`src/rtl/arb_burst_xfer_if.sv`:
```
// rtl/arb_burst_xfer_if.sv - grant, lane and output channel bundle for arb_burst_xfer
// master drives grant, lanes and out_ready; slave is the burst block.
interface arb_burst_xfer_if #(
  parameter int DW = 32
);
  logic [3:0]      grant;
  logic [3:0]      lane_valid;
  logic [4*DW-1:0] lane_data;
  logic [3:0]      lane_ready;
  logic            req_gate;
  logic            out_valid;
  logic [DW-1:0]   out_data;
  logic [1:0]      out_src;
  logic            out_last;
  logic            out_ready;
  logic [3:0]      done;
  logic            err;

  modport master (
    output grant, lane_valid, lane_data, out_ready,
    input  lane_ready, req_gate, out_valid, out_data, out_src, out_last, done, err
  );

  modport slave (
    input  grant, lane_valid, lane_data, out_ready,
    output lane_ready, req_gate, out_valid, out_data, out_src, out_last, done, err
  );
endinterface

```
`src/rtl/arb_burst_xfer.sv`:
```
// rtl/arb_burst_xfer.sv - fixed-length burst mux driven by a one-hot arbiter grant
// Optional grant protocol checking under ARB_BURST_XFER_ERRCHK_EN.
module arb_burst_xfer #(
  parameter int DW        = 32,
  parameter int BURST_LEN = 4
) (
  input  logic            clk,
  input  logic            rst_n,
  arb_burst_xfer_if.slave bus
);
  localparam int CW = (BURST_LEN > 1) ? $clog2(BURST_LEN) : 1;
  localparam logic [CW-1:0] LAST_CNT = CW'(BURST_LEN - 1);

  typedef enum logic {IDLE = 1'b0, XFER = 1'b1} state_t;

  state_t        r_state, w_state_nxt;
  logic [1:0]    r_src, w_src_nxt, w_grant_idx;
  logic [CW-1:0] r_cnt, w_cnt_nxt;
  logic [3:0]    r_done, w_done_nxt;
  logic          w_busy, w_last, w_hs, w_grant_take;
  logic [DW-1:0] w_lane_data [4];

  for (genvar g = 0; g < 4; g++) begin : g_lane
    assign w_lane_data[g] = bus.lane_data[g*DW +: DW];
  end

  // Lowest set bit wins on a multi-hot grant.
  always_comb begin
    w_grant_idx = 2'd0;
    for (int i = 3; i >= 0; i--) begin
      if (bus.grant[i]) w_grant_idx = 2'(i);
    end
  end

  assign w_busy = (r_state == XFER);
  assign w_last = (r_cnt == LAST_CNT);
  assign w_hs   = w_busy & bus.lane_valid[r_src] & bus.out_ready;

  assign bus.out_valid  = w_busy & bus.lane_valid[r_src];
  assign bus.out_data   = w_busy ? w_lane_data[r_src] : '0;
  assign bus.out_src    = r_src;
  assign bus.out_last   = w_busy & w_last;
  assign bus.lane_ready = w_busy ? ({3'b000, bus.out_ready} << r_src) : 4'b0000;
  assign bus.req_gate   = ~w_busy & ~(|bus.grant);
  assign bus.done       = r_done;

`ifdef ARB_BURST_XFER_ERRCHK_EN
  logic r_err;
  logic w_onehot;

  assign w_onehot     = ((bus.grant & (bus.grant - 4'd1)) == 4'd0);
  assign w_grant_take = (|bus.grant) & w_onehot;

  always_ff @(posedge clk or negedge rst_n) begin
    if (!rst_n) begin
      r_err <= 1'b0;
    end else if ((|bus.grant) & (w_busy | ~w_onehot)) begin
      r_err <= 1'b1;
    end
  end

  assign bus.err = r_err;
`else
  assign w_grant_take = |bus.grant;
  assign bus.err      = 1'b0;
`endif

  always_comb begin
    w_state_nxt = r_state;
    w_src_nxt   = r_src;
    w_cnt_nxt   = r_cnt;
    w_done_nxt  = 4'b0000;
    unique case (r_state)
      IDLE: begin
        if (w_grant_take) begin
          w_state_nxt = XFER;
          w_src_nxt   = w_grant_idx;
          w_cnt_nxt   = '0;
        end
      end
      XFER: begin
        if (w_hs) begin
          if (w_last) begin
            w_state_nxt = IDLE;
            w_cnt_nxt   = '0;
            w_done_nxt  = 4'b0001 << r_src;
          end else begin
            w_cnt_nxt = r_cnt + CW'(1);
          end
        end
      end
      default: w_state_nxt = IDLE;
    endcase
  end

  always_ff @(posedge clk or negedge rst_n) begin
    if (!rst_n) begin
      r_state <= IDLE;
      r_src   <= 2'd0;
      r_cnt   <= '0;
      r_done  <= 4'b0000;
    end else begin
      r_state <= w_state_nxt;
      r_src   <= w_src_nxt;
      r_cnt   <= w_cnt_nxt;
      r_done  <= w_done_nxt;
    end
  end
endmodule

```
`src/flat_wrapper.sv`:
```
// flat-port wrapper written by rule: the top's interface ports become plain ports
module arb_burst_xfer_flat 
#(
  parameter int DW        = 32,
  parameter int BURST_LEN = 4
)
  (clk, rst_n, bus_grant, bus_lane_valid, bus_lane_data, bus_out_ready, bus_lane_ready, bus_req_gate, bus_out_valid, bus_out_data, bus_out_src, bus_out_last, bus_done, bus_err);
  arb_burst_xfer_if #(.DW(DW)) bus_i ();
  input  logic clk;
  input  logic rst_n;
  input wire logic [$bits(bus_i.grant)-1:0] bus_grant;
  input wire logic [$bits(bus_i.lane_valid)-1:0] bus_lane_valid;
  input wire logic [$bits(bus_i.lane_data)-1:0] bus_lane_data;
  input wire logic [$bits(bus_i.out_ready)-1:0] bus_out_ready;
  output wire logic [$bits(bus_i.lane_ready)-1:0] bus_lane_ready;
  output wire logic [$bits(bus_i.req_gate)-1:0] bus_req_gate;
  output wire logic [$bits(bus_i.out_valid)-1:0] bus_out_valid;
  output wire logic [$bits(bus_i.out_data)-1:0] bus_out_data;
  output wire logic [$bits(bus_i.out_src)-1:0] bus_out_src;
  output wire logic [$bits(bus_i.out_last)-1:0] bus_out_last;
  output wire logic [$bits(bus_i.done)-1:0] bus_done;
  output wire logic [$bits(bus_i.err)-1:0] bus_err;
  assign bus_i.grant = bus_grant;
  assign bus_i.lane_valid = bus_lane_valid;
  assign bus_i.lane_data = bus_lane_data;
  assign bus_i.out_ready = bus_out_ready;
  assign bus_lane_ready = bus_i.lane_ready;
  assign bus_req_gate = bus_i.req_gate;
  assign bus_out_valid = bus_i.out_valid;
  assign bus_out_data = bus_i.out_data;
  assign bus_out_src = bus_i.out_src;
  assign bus_out_last = bus_i.out_last;
  assign bus_done = bus_i.done;
  assign bus_err = bus_i.err;
  arb_burst_xfer #(.DW(DW), .BURST_LEN(BURST_LEN)) u_core (.clk(clk), .rst_n(rst_n), .bus(bus_i));
endmodule
```
`config.mk`:
```
export PLATFORM = sky130hd
export DESIGN_NAME = arb_burst_xfer_flat
export DESIGN_NICKNAME = d
export VERILOG_FILES = /design/src/rtl/arb_burst_xfer_if.sv /design/src/rtl/arb_burst_xfer.sv /design/src/flat_wrapper.sv
export SDC_FILE = /design/constraint.sdc
export NUM_CORES = 1
export LEC_CHECK = 0
export CAP_MARGIN = 20
export CORE_MARGIN = 3
export CORE_UTILIZATION = 27
export CTS_BUF_LIST = sky130_fd_sc_hd__clkbuf_16
export DETAILED_ROUTE_END_ITERATION = 6
export HOLD_SLACK_MARGIN = 0.06
export PLACE_DENSITY = 0.84
export RECOVER_POWER = 100
export SETUP_SLACK_MARGIN = 0.05
export SLEW_MARGIN = 20
export SYNTH_ARGS = -nofsm -noshare
export SYNTH_HDL_FRONTEND = slang
export SYNTH_SLANG_ARGS = --single-unit
```
`constraint.sdc`:
```
create_clock -name clk -period 2.4 [get_ports clk]
set_input_delay 0.72 -clock clk [delete_from_list [all_inputs] [get_ports clk]]
set_output_delay 0.72 -clock clk [all_outputs]
set_load 0.01 [all_outputs]
```
## Word level (Yosys, flattened, before mapping)

Cells that the tools add are included.

- Shifts and indexed selects: 2
- Muxes and demuxes: 22
- Equality and inequality tests: 3
- $lt $le $gt $ge: 2
- $add $sub $neg: 1
- Reduce and logical (&&, ||, !) cells: 3
- Bitwise gates (word level): 7

Operators with widths:

| cell | count |
|---|---|
| $mux W32 | 3 |
| $bmux W32 S2 | 1 |
| $mux W4 | 4 |
| $mux W2 | 7 |
| $and A1 B1 Y1 | 4 |
| $mux W1 | 4 |
| $pmux W2 S2 | 1 |
| $reduce_and A2 Y1 | 2 |
| $reduce_or A4 Y1 | 1 |
| $shl A1 B2 Y4 | 1 |
| $shl A1 B2 Y4 const A | 1 |
| $ge A3 B3 Y1 const B | 1 |
| $lt A2 B3 Y1 const B | 1 |
| $not A2 Y3 | 1 |
| $add A2 B1 Y2 const B | 1 |
| $bmux W1 S2 | 1 |
| $eq A2 B2 Y1 const B | 1 |
| $ne A2 B1 Y1 const B | 1 |
| $ne A2 B2 Y1 const B | 1 |
| $not A1 Y1 | 2 |
| $pmux W1 S2 | 1 |

- Register bits: 9
- Input port bits: 139
- Output and inout bits: 46

## Depth between registers and ports, before layout

Gate-level depths: netlist (run 1).

- Depth in word-level cells: 6
- Mapped depth: 5
- Gate-level depth less buffers: 3

## Worst setup path after synthesis (run 1)

OpenSTA, ideal clock, no wires.

- Path type: input port to output port
- From: input bus_grant[0]
- To: output bus_req_gate
- Required time: 1680 ps
- Slack: 222 ps
- Path buffers: 0
- Arrival: 1458 ps
- Stages on the path: 2
- Path through: nor4_1 and2_1

- Cells in the longest elaborated chain, start to end: 3

Ends and longest elaborated chain:

| item | line | text |
|---|---|---|
| start: declaration | flat_wrapper.sv:11 | `input wire logic [$bits(bus_i.grant)-1:0] bus_grant;` |
| $reduce_or A4 Y1 | arb_burst_xfer.sv:44 | `assign bus.req_gate = ~w_busy & ~(\|bus.grant);` |
| $not A1 Y1 | arb_burst_xfer.sv:44 |  |
| $and A1 B1 Y1 | arb_burst_xfer.sv:44 |  |
| end: declaration | flat_wrapper.sv:16 | `output wire logic [$bits(bus_i.req_gate)-1:0] bus_req_gate;` |

Every way passes these cells.

## Worst setup path in the final report (run 1)

- From: register u_core.r_src[0] (netlist: u_core.bus.out_src[0])
- To: output bus_out_data[13]

- Cells in the longest elaborated chain, start to end: 5

Ends and longest elaborated chain:

| item | line | text |
|---|---|---|
| start: declaration | arb_burst_xfer.sv:17 | `logic [1:0] r_src, w_src_nxt, w_grant_idx;` |
| start signal: assignment | arb_burst_xfer.sv:104 | `r_src <= w_src_nxt;` |
| $not A2 Y3 (implied by the code) | arb_burst_xfer.sv:40 | `assign bus.out_data = w_busy ? w_lane_data[r_src] : '0;` |
| $bmux W32 S2 | arb_burst_xfer.sv:40 |  |
| $mux W32 (implied by the code) (2 in a row) | arb_burst_xfer.sv:40 |  |
| $mux W32 | arb_burst_xfer.sv:40 |  |
| end: declaration | flat_wrapper.sv:18 | `output wire logic [$bits(bus_i.out_data)-1:0] bus_out_data;` |

Every way passes these cells. The select of a mux whose other input is x is not followed.

==> qor.csv, run 1 <==
stage;metric;value;unit
status;outcome;complete, but fails checks;
status;failing checks;negative setup slack;
yosys;post-synthesis register bit count;9;
floorplan;Starting Density;0.290;
yosys;Yosys top cell area share;0.483;
sta;period utilisation layout;1.01;
grt;global-route wire length before repair;11200;um
finish;final core utilization;0.725;
setup_path;Req. time, crit path;1.68;ns
power;Reg power frac;0.064;
clock_tree;CTS sink count;9;
yosys;largest cells by area after synthesis;mux4_2 (48%), and2_1 (15%), dfrtp_1 (15%);
grt;Overall Global Routing Usage;0.226;
clock_tree;CTS buffer count;3;
power;Comb pwr share;0.858;
yosys;post-synth top area cell;mux4_2;
drt;Remaining DRCs;0;
drt;Antenna Nets Post-Route;0;
power;Peak VDD IR;0.000615;V
setup_path;kind of critical path;flop to output port;
sta;Setup Skew;0.000925;ns
yosys;Post-Syn Area;0.00154;mm^2
sta;fin worst setup slack;-0.0152;ns
drt;WL met1;2620;um
drt;via/cell ratio;5.01;
sta;Fin. Hold Viols;0;
power;pwr dens;949;mW/mm^2
yosys;Synth Warn #;0;
yosys;syn_nets;274;
finish;layout cells sized above 1;0.419;
sta;final setup TNS;-0.0197;ns
power;Sw Share;0.340;
run;max cap viols;0;
yosys;Mapped Cells;134;
drt;top layer in use;met4;
floorplan;Die Y;81.5;um
placed_design;Detailed Place HPWL;6400;um
power;Internal;2.41;mW
yosys;register area share after synthesis;0.146;
clock_tree;CTS tree;yes;
sta;RSZ-0062 raised after global routing;true;
clock_tree;Clock Tree Root;clkbuf_16;
setup_path;CP peak stage delay;0.50;ns
grt;grt ovf;0;
clock_tree;Worst-path clk slew;0.04;ns
grt;largest net degree at the start of global routing;24;
drt;Avg WL per Cell;21.1;um
setup_path;CP max stage cell;mux4_2;
drt;Detail Route met3 WL;919;um
drt;Total Wirelength;8530;um
power;Psw;1.24;mW
setup_path;CP Launch Type;flop;
power;Power Total;3.65;mW
floorplan;Core Area;0.00530;mm^2
grt;initial antenna violation count;0;
clock_tree;worst-skew pair later-pin latency;0.23;ns
floorplan;IO Count;185;
finish;Fill cells;388;
finish;Ant. Diodes;0;
yosys;most instantiated cells after synthesis;and2_1 (37), mux4_2 (33), nor2_1 (11);
floorplan;chip width;81.5;um
power;Clock power frac;0.079;
sta;fmax;0.414;GHz
setup_path;CP cell instances;buf_12 > clkbuf_16 > mux4_2 > and2_4 > buf_6;
drt;Detailed Route Iter0 Violations;51;
grt;vias in the first global route;2110;
sta;Final Max Slew Viols;0;
sta;Period minus WS final;2.42;ns
setup_path;Crit. End Element;output port;
clock_tree;H-tree levels;1;
floorplan;row cnt;26;
drt;DRT Pass-1 Iters;4;
yosys;Mean Syn Cell Area;11.5;um^2
placed_design;gpl congestion;0.828;
yosys;count leader, synth;and2_1;
sta;WHS;0.558;ns
placed_design;number of port buffers;183;
yosys;synth unique cells;23;
power;Leakage;1.68;nW
floorplan;full die area;0.00664;mm^2
setup_path;critical path data arrival time;1.70;ns
sta;count of final setup violators;3;
setup_path;CP max FO;6;
min_path;Hold/Removal Path Class;flop to flop;
finish;Nets;475;
drt;Via Count;2026;
yosys;number of synthesized flops with an enable pin;0;
clock_tree;buffer depth of the longest clock path;2;
yosys;post-synthesis async set-or-reset flop share;1.00;
drt;met2 routed WL;4690;um
yosys;Main synth FF type;dfrtp_1;
finish;synthesis-to-finish area growth;150;%
==> cell usage in the layout (no fill, tap or decap), types with 2 or more instances in the layout <==
cell type,instances
dfrtp_1,6
buf_4,19
and2_1,8
and2_4,29
buf_6,29
o22a_1,3
inv_1,3
nor2_1,11
buf_12,4
clkbuf_16,7
dfrtp_2,3
mux2i_1,2
mux4_2,33
o211ai_1,2
nand2_1,3
buf_2,10
dlygate4sd2_1,3
nand2b_1,4
clkdlybuf4s15_1,130
clkdlybuf4s50_1,8
nand3_1,2
o221ai_1,2
==> kinds of logic (layout without fill, tap and decap cells) <==
logic type | after synthesis | after routing | synth area share
AO/OA/AOI/OAI | 9 | 9 | 0.0488
AND/OR/NAND/NOR | 62 | 62 | 0.228
buffers and inverters | 17 | 217 | 0.0699
adder cells (fa/ha/maj) | 1 | 1 | 0.00813
flip-flops | 9 | 9 | 0.146
other | 1 | 1 | 0.00244
multiplexers | 35 | 35 | 0.496
==> worst max-delay path: cells and delay by family (launching register included) <==
| kind | cells | cell delay, ns |
|---|---|---|
| buf+inv | 3 | 0.41 |
| simple gates | 1 | 0.18 |
| flops | 1 | 0.36 |
| mux | 1 | 0.50 |
==> layout make-up <==
| class | instances | area, um^2 | area share |
|---|---|---|---|
| Inverter | 2 | 7.51 | 0.00195 |
| Multi-Input combinational cell | 108 | 1290 | 0.337 |
| Sequential cell | 9 | 229 | 0.0595 |
| Timing Repair Buffer | 211 | 2150 | 0.559 |
| Clock buffer | 3 | 75.1 | 0.0195 |
| Tap cell | 70 | 87.6 | 0.0228 |
| Clock inverter | 1 | 3.75 | 0.000976 |
==> sequential cells by signal, indices dropped and copies added, names as in the netlist <==
name	flops
u_core.bus.done	4
u_core.r_state	1
u_core.bus.out_src	2
u_core.r_cnt	2
==> layer usage <==
metal,up-vias,track usage
met5,-,0
met4,0,0.0929
met3,24,0.0702
met2,110,0.419
met1,979,0.234
li1,913,-
==> power groups by stage <==
stage                     clock, mW  combinational, mW  sequential, mW
after detailed placement          0               2.65           0.241
after global placement            0               2.62           0.239
after global routing          0.300               3.31           0.238
after floorplan                   0               1.45           0.226
final                         0.287               3.13           0.232
after CTS                     0.289               2.50           0.240
==> through the flow <==
step / setup slack, ns / instances / cell area (um^2)
2_1_floorplan: 0.222 / 134 / 1540
3_3_place_gp: -0.579 / 388 / 3520
3_5_place_dp: -0.604 / 388 / 3520
4_1_cts: 0.00660 / 398 / 3550
5_1_grt: -0.0499 / 404 / 3850
6_report: -0.0152 / 404 / 3850
==> timing repair <==
action / in CTS / in global routing
endpoints found under the setup margin: 38 / 36
cloned: 0 / 4
gates resized for setup: 446 / 44
buffers inserted: 6 / 2
endpoints found under the hold margin: 0 / 0
hold buffers: 0 / 0
pin swaps: 32 / 1
==> worst paths after layout <==
kind / slack (ns) / depth (start not counted) / from / end
setup / recovery: -0.02 / 5 / u_core.bus.out_src[0] / bus_out_data[13]
hold / removal: 0.56 / 2 / u_core.r_cnt[1] / u_core.r_cnt[1]
setup reg to reg: 0.66 / 6 / u_core.bus.out_src[0] / u_core.r_state
hold reg to reg: 0.56 / 2 / u_core.r_cnt[1] / u_core.r_cnt[1]
max in group asynchronous: 1.22 / 1 / rst_n / u_core.bus.out_src[0]
min in group asynchronous: 0.86 / 1 / rst_n / u_core.r_cnt[1]
Power figures use the tool's default switching activity.
==> run 2: changes to the inputs <==
GPL_TIMING_DRIVEN = 0   (was default)
TNS_END_PERCENT = 100   (was default)
==> run 2 against run 1 <==
Net effect:
- the run still ends with negative setup slack left
- first-iteration DRC count fell by 5.9%
- largest cell class unchanged
- largest power group unchanged
- non-clock buffer count fell by 2
- sequential power fell by 3%
- critical endpoint is now bus_out_data[23]
==> qor.csv, run 2 (synthesis gave the netlist of run 1 again) <==
stage;metric;value;unit;change
status;outcome;complete, but fails checks;;unchanged
status;failing checks;negative setup slack;;unchanged
setup_path;kind of critical path;flop to output port;;unchanged
sta;Final Max Slew Viols;0;;unchanged
grt;grt ovf;0;;unchanged
sta;Period minus WS final;2.46;ns;was 2.42 ns
clock_tree;CTS tree;yes;;unchanged
floorplan;Die Y;81.5;um;unchanged
setup_path;CP cell instances;buf_8 > clkbuf_16 > mux4_2 > and2_1 > buf_2;;was buf_12 > clkbuf_16 > mux4_2 > and2_4 > buf_6
setup_path;Reg2Reg Setup Slack;0.59;ns;was 0.66 ns
setup_path;reg2reg start;u_core.bus.out_src[0];;unchanged
clock_tree;hold buffer count at cts;0;;unchanged
finish;most common cell after layout, fill and taps aside;dlygate4sd2_1;;was clkdlybuf4s15_1
floorplan;Core Area;0.00530;mm^2;unchanged
sta;Fin. Hold Viols;0;;unchanged
grt;initial antenna violation count;3;;was 0
floorplan;Starting Density;0.290;;unchanged
finish;synthesis-to-finish area growth;133;%;was 150%
setup_path;CP max FO;8;;was 6
drt;Via Count;2004;;was 2026
grt;vias in the first global route;2110;;unchanged
placed_design;Detailed Place HPWL;6540;um;was 6400 um
clock_tree;Clock Tree Root;clkbuf_16;;unchanged
power;Power Total;3.41;mW;was 3.65 mW
drt;via/cell ratio;4.95;;was 5.01
drt;Antenna Nets Post-Route;0;;unchanged
grt;largest net degree at the start of global routing;11;;was 24
floorplan;IO Count;185;;unchanged
finish;most frequent cells in the layout;dlygate4sd2_1 (86), clkdlybuf4s15_1 (49), mux4_2 (33), buf_2 (21), buf_6 (20);;was clkdlybuf4s15_1 (130), mux4_2 (33), and2_4 (29), buf_6 (29), buf_4 (19)
finish;layout cells sized above 1;0.364;;was 0.419
drt;Avg WL per Cell;19.6;um;was 21.1 um
finish;Nets;473;;was 475
sta;fin worst setup slack;-0.0567;ns;was -0.0152 ns
floorplan;chip width;81.5;um;unchanged
sta;count of final setup violators;30;;was 3
min_path;Hold/Removal Path Class;flop to flop;;unchanged
setup_path;r2r endpoint;u_core.r_state;;unchanged
setup_path;critical path data arrival time;1.74;ns;was 1.70 ns
setup_path;CP Launch Type;flop;;unchanged
sta;Setup Skew;0.00179;ns;was 0.000925 ns
setup_path;CP max stage cell;mux4_2;;unchanged
drt;Detailed Route Iter0 Violations;48;;was 51
placed_design;gpl congestion;0.793;;was 0.828
placed_design;placed cell count;387;;was 388
clock_tree;worst-skew pair later-pin latency;0.24;ns;was 0.23 ns
setup_path;CP peak stage delay;0.50;ns;about the same
floorplan;full die area;0.00664;mm^2;unchanged
finish;area of the multi-input gates;0.00127;mm^2;was 0.00129 mm^2
placed_design;number of port buffers;183;;unchanged
finish;final core utilization;0.676;;was 0.725
clock_tree;buffer depth of the longest clock path;2;;unchanged
finish;max reg flops;4;;unchanged
finish;fin cells;405;;was 404
drt;Total Wirelength;7950;um;was 8530 um
setup_path;worst setup path end;bus_out_data[23];;was bus_out_data[13]
clock_tree;CTS buffer count;3;;unchanged
sta;fmax;0.407;GHz;was 0.414 GHz
clock_tree;CTS sink count;9;;unchanged
power;pwr dens;953;mW/mm^2;was 949 mW/mm^2
sta;RSZ-0062 raised after global routing;true;;unchanged
setup_path;Req. time, crit path;1.68;ns;about the same
power;Peak VDD IR;0.000495;V;was 0.000615 V
setup_path;crit path from;u_core.bus.out_src[0];;unchanged
power;Leakage;1.65;nW;was 1.68 nW
clock_tree;H-tree levels;1;;unchanged
floorplan;row cnt;26;;unchanged
setup_path;worst r2r path cells;7;;was 6
finish;Register Area;226;um^2;was 229 um^2
run;max cap viols;0;;unchanged
finish;Fill cells;457;;was 388
drt;DRT Pass-1 Iters;4;;unchanged
setup_path;Crit. End Element;output port;;unchanged
sta;period utilisation layout;1.02;;was 1.01
drt;Remaining DRCs;0;;unchanged
grt;Overall Global Routing Usage;0.233;;was 0.226
clock_tree;Worst-path clk slew;0.04;ns;about the same
grt;global-route wire length before repair;11700;um;was 11200 um
[run 2: where the power goes]
part	internal [mW]	switching (mW)	total [mW]
registers	0.192	0.0333	0.225
logic	1.79	1.11	2.90
clock network	0.218	0.0721	0.290
[run 2: worst min path at each step]
stage                     depth (start not counted)  slack, ns            endpoint       startpoint
final                                             2       0.56     u_core.r_cnt[1]  u_core.r_cnt[1]
after global placement                            2       0.54     u_core.r_cnt[1]  u_core.r_cnt[1]
after floorplan                                   0       0.42  u_core.bus.done[0]            rst_n
after global routing                              2       0.58     u_core.r_cnt[1]  u_core.r_cnt[1]
after CTS                                         2       0.56     u_core.r_cnt[1]  u_core.r_cnt[1]
after detailed placement                          2       0.55     u_core.r_cnt[1]  u_core.r_cnt[1]
[run 2: cell type report]
cell class              count  share of cell area
clock buffers               3              0.0209
multi-input cells         108               0.353
inverters                   2             0.00209
plain buffers              14              0.0391
diodes                      3             0.00209
repair buffers            195               0.494
flip-flops and latches      9              0.0632
clock inverters             1             0.00105
well taps                  70              0.0244
[run 2: per-layer routing]
layer  global-route usage  vias up  share of wire
li1                     -      915              -
met1                0.253      960           0.32
met2                0.426      106           0.53
met3               0.0724       23           0.11
met4               0.0794        0          0.031
met5                    0        -              0
[run 2: stage by stage]
step,setup TNS [ns],hold WS [ns],cell area (um^2),setup slack [ns]
3_5_place_dp,-20.75,0.555,3460,-0.819
6_report,-0.554,0.558,3580,-0.0567
4_1_cts,-1.43,0.560,3540,-0.0842
5_1_grt,-2.52,0.585,3580,-0.103
3_3_place_gp,-20.20,0.541,3460,-0.851
2_1_floorplan,0,0.424,1540,0.222
[run 2: critical path, delay by kind of cell (launching register included)]
| kind | cells | cell delay (ns) |
|---|---|---|
| flip-flops | 1 | 0.36 |
| buffers and inverters | 3 | 0.47 |
| multiplexers | 1 | 0.50 |
| AND/OR/NAND/NOR | 1 | 0.17 |
[run 2: what timing repair did]
action,CTS,global route
setup endpoints to repair,39,37
endpoints found under the hold margin,0,0
gates resized for setup,383,25
buffers inserted,8,3
cloned,2,1
pin swaps,4,2
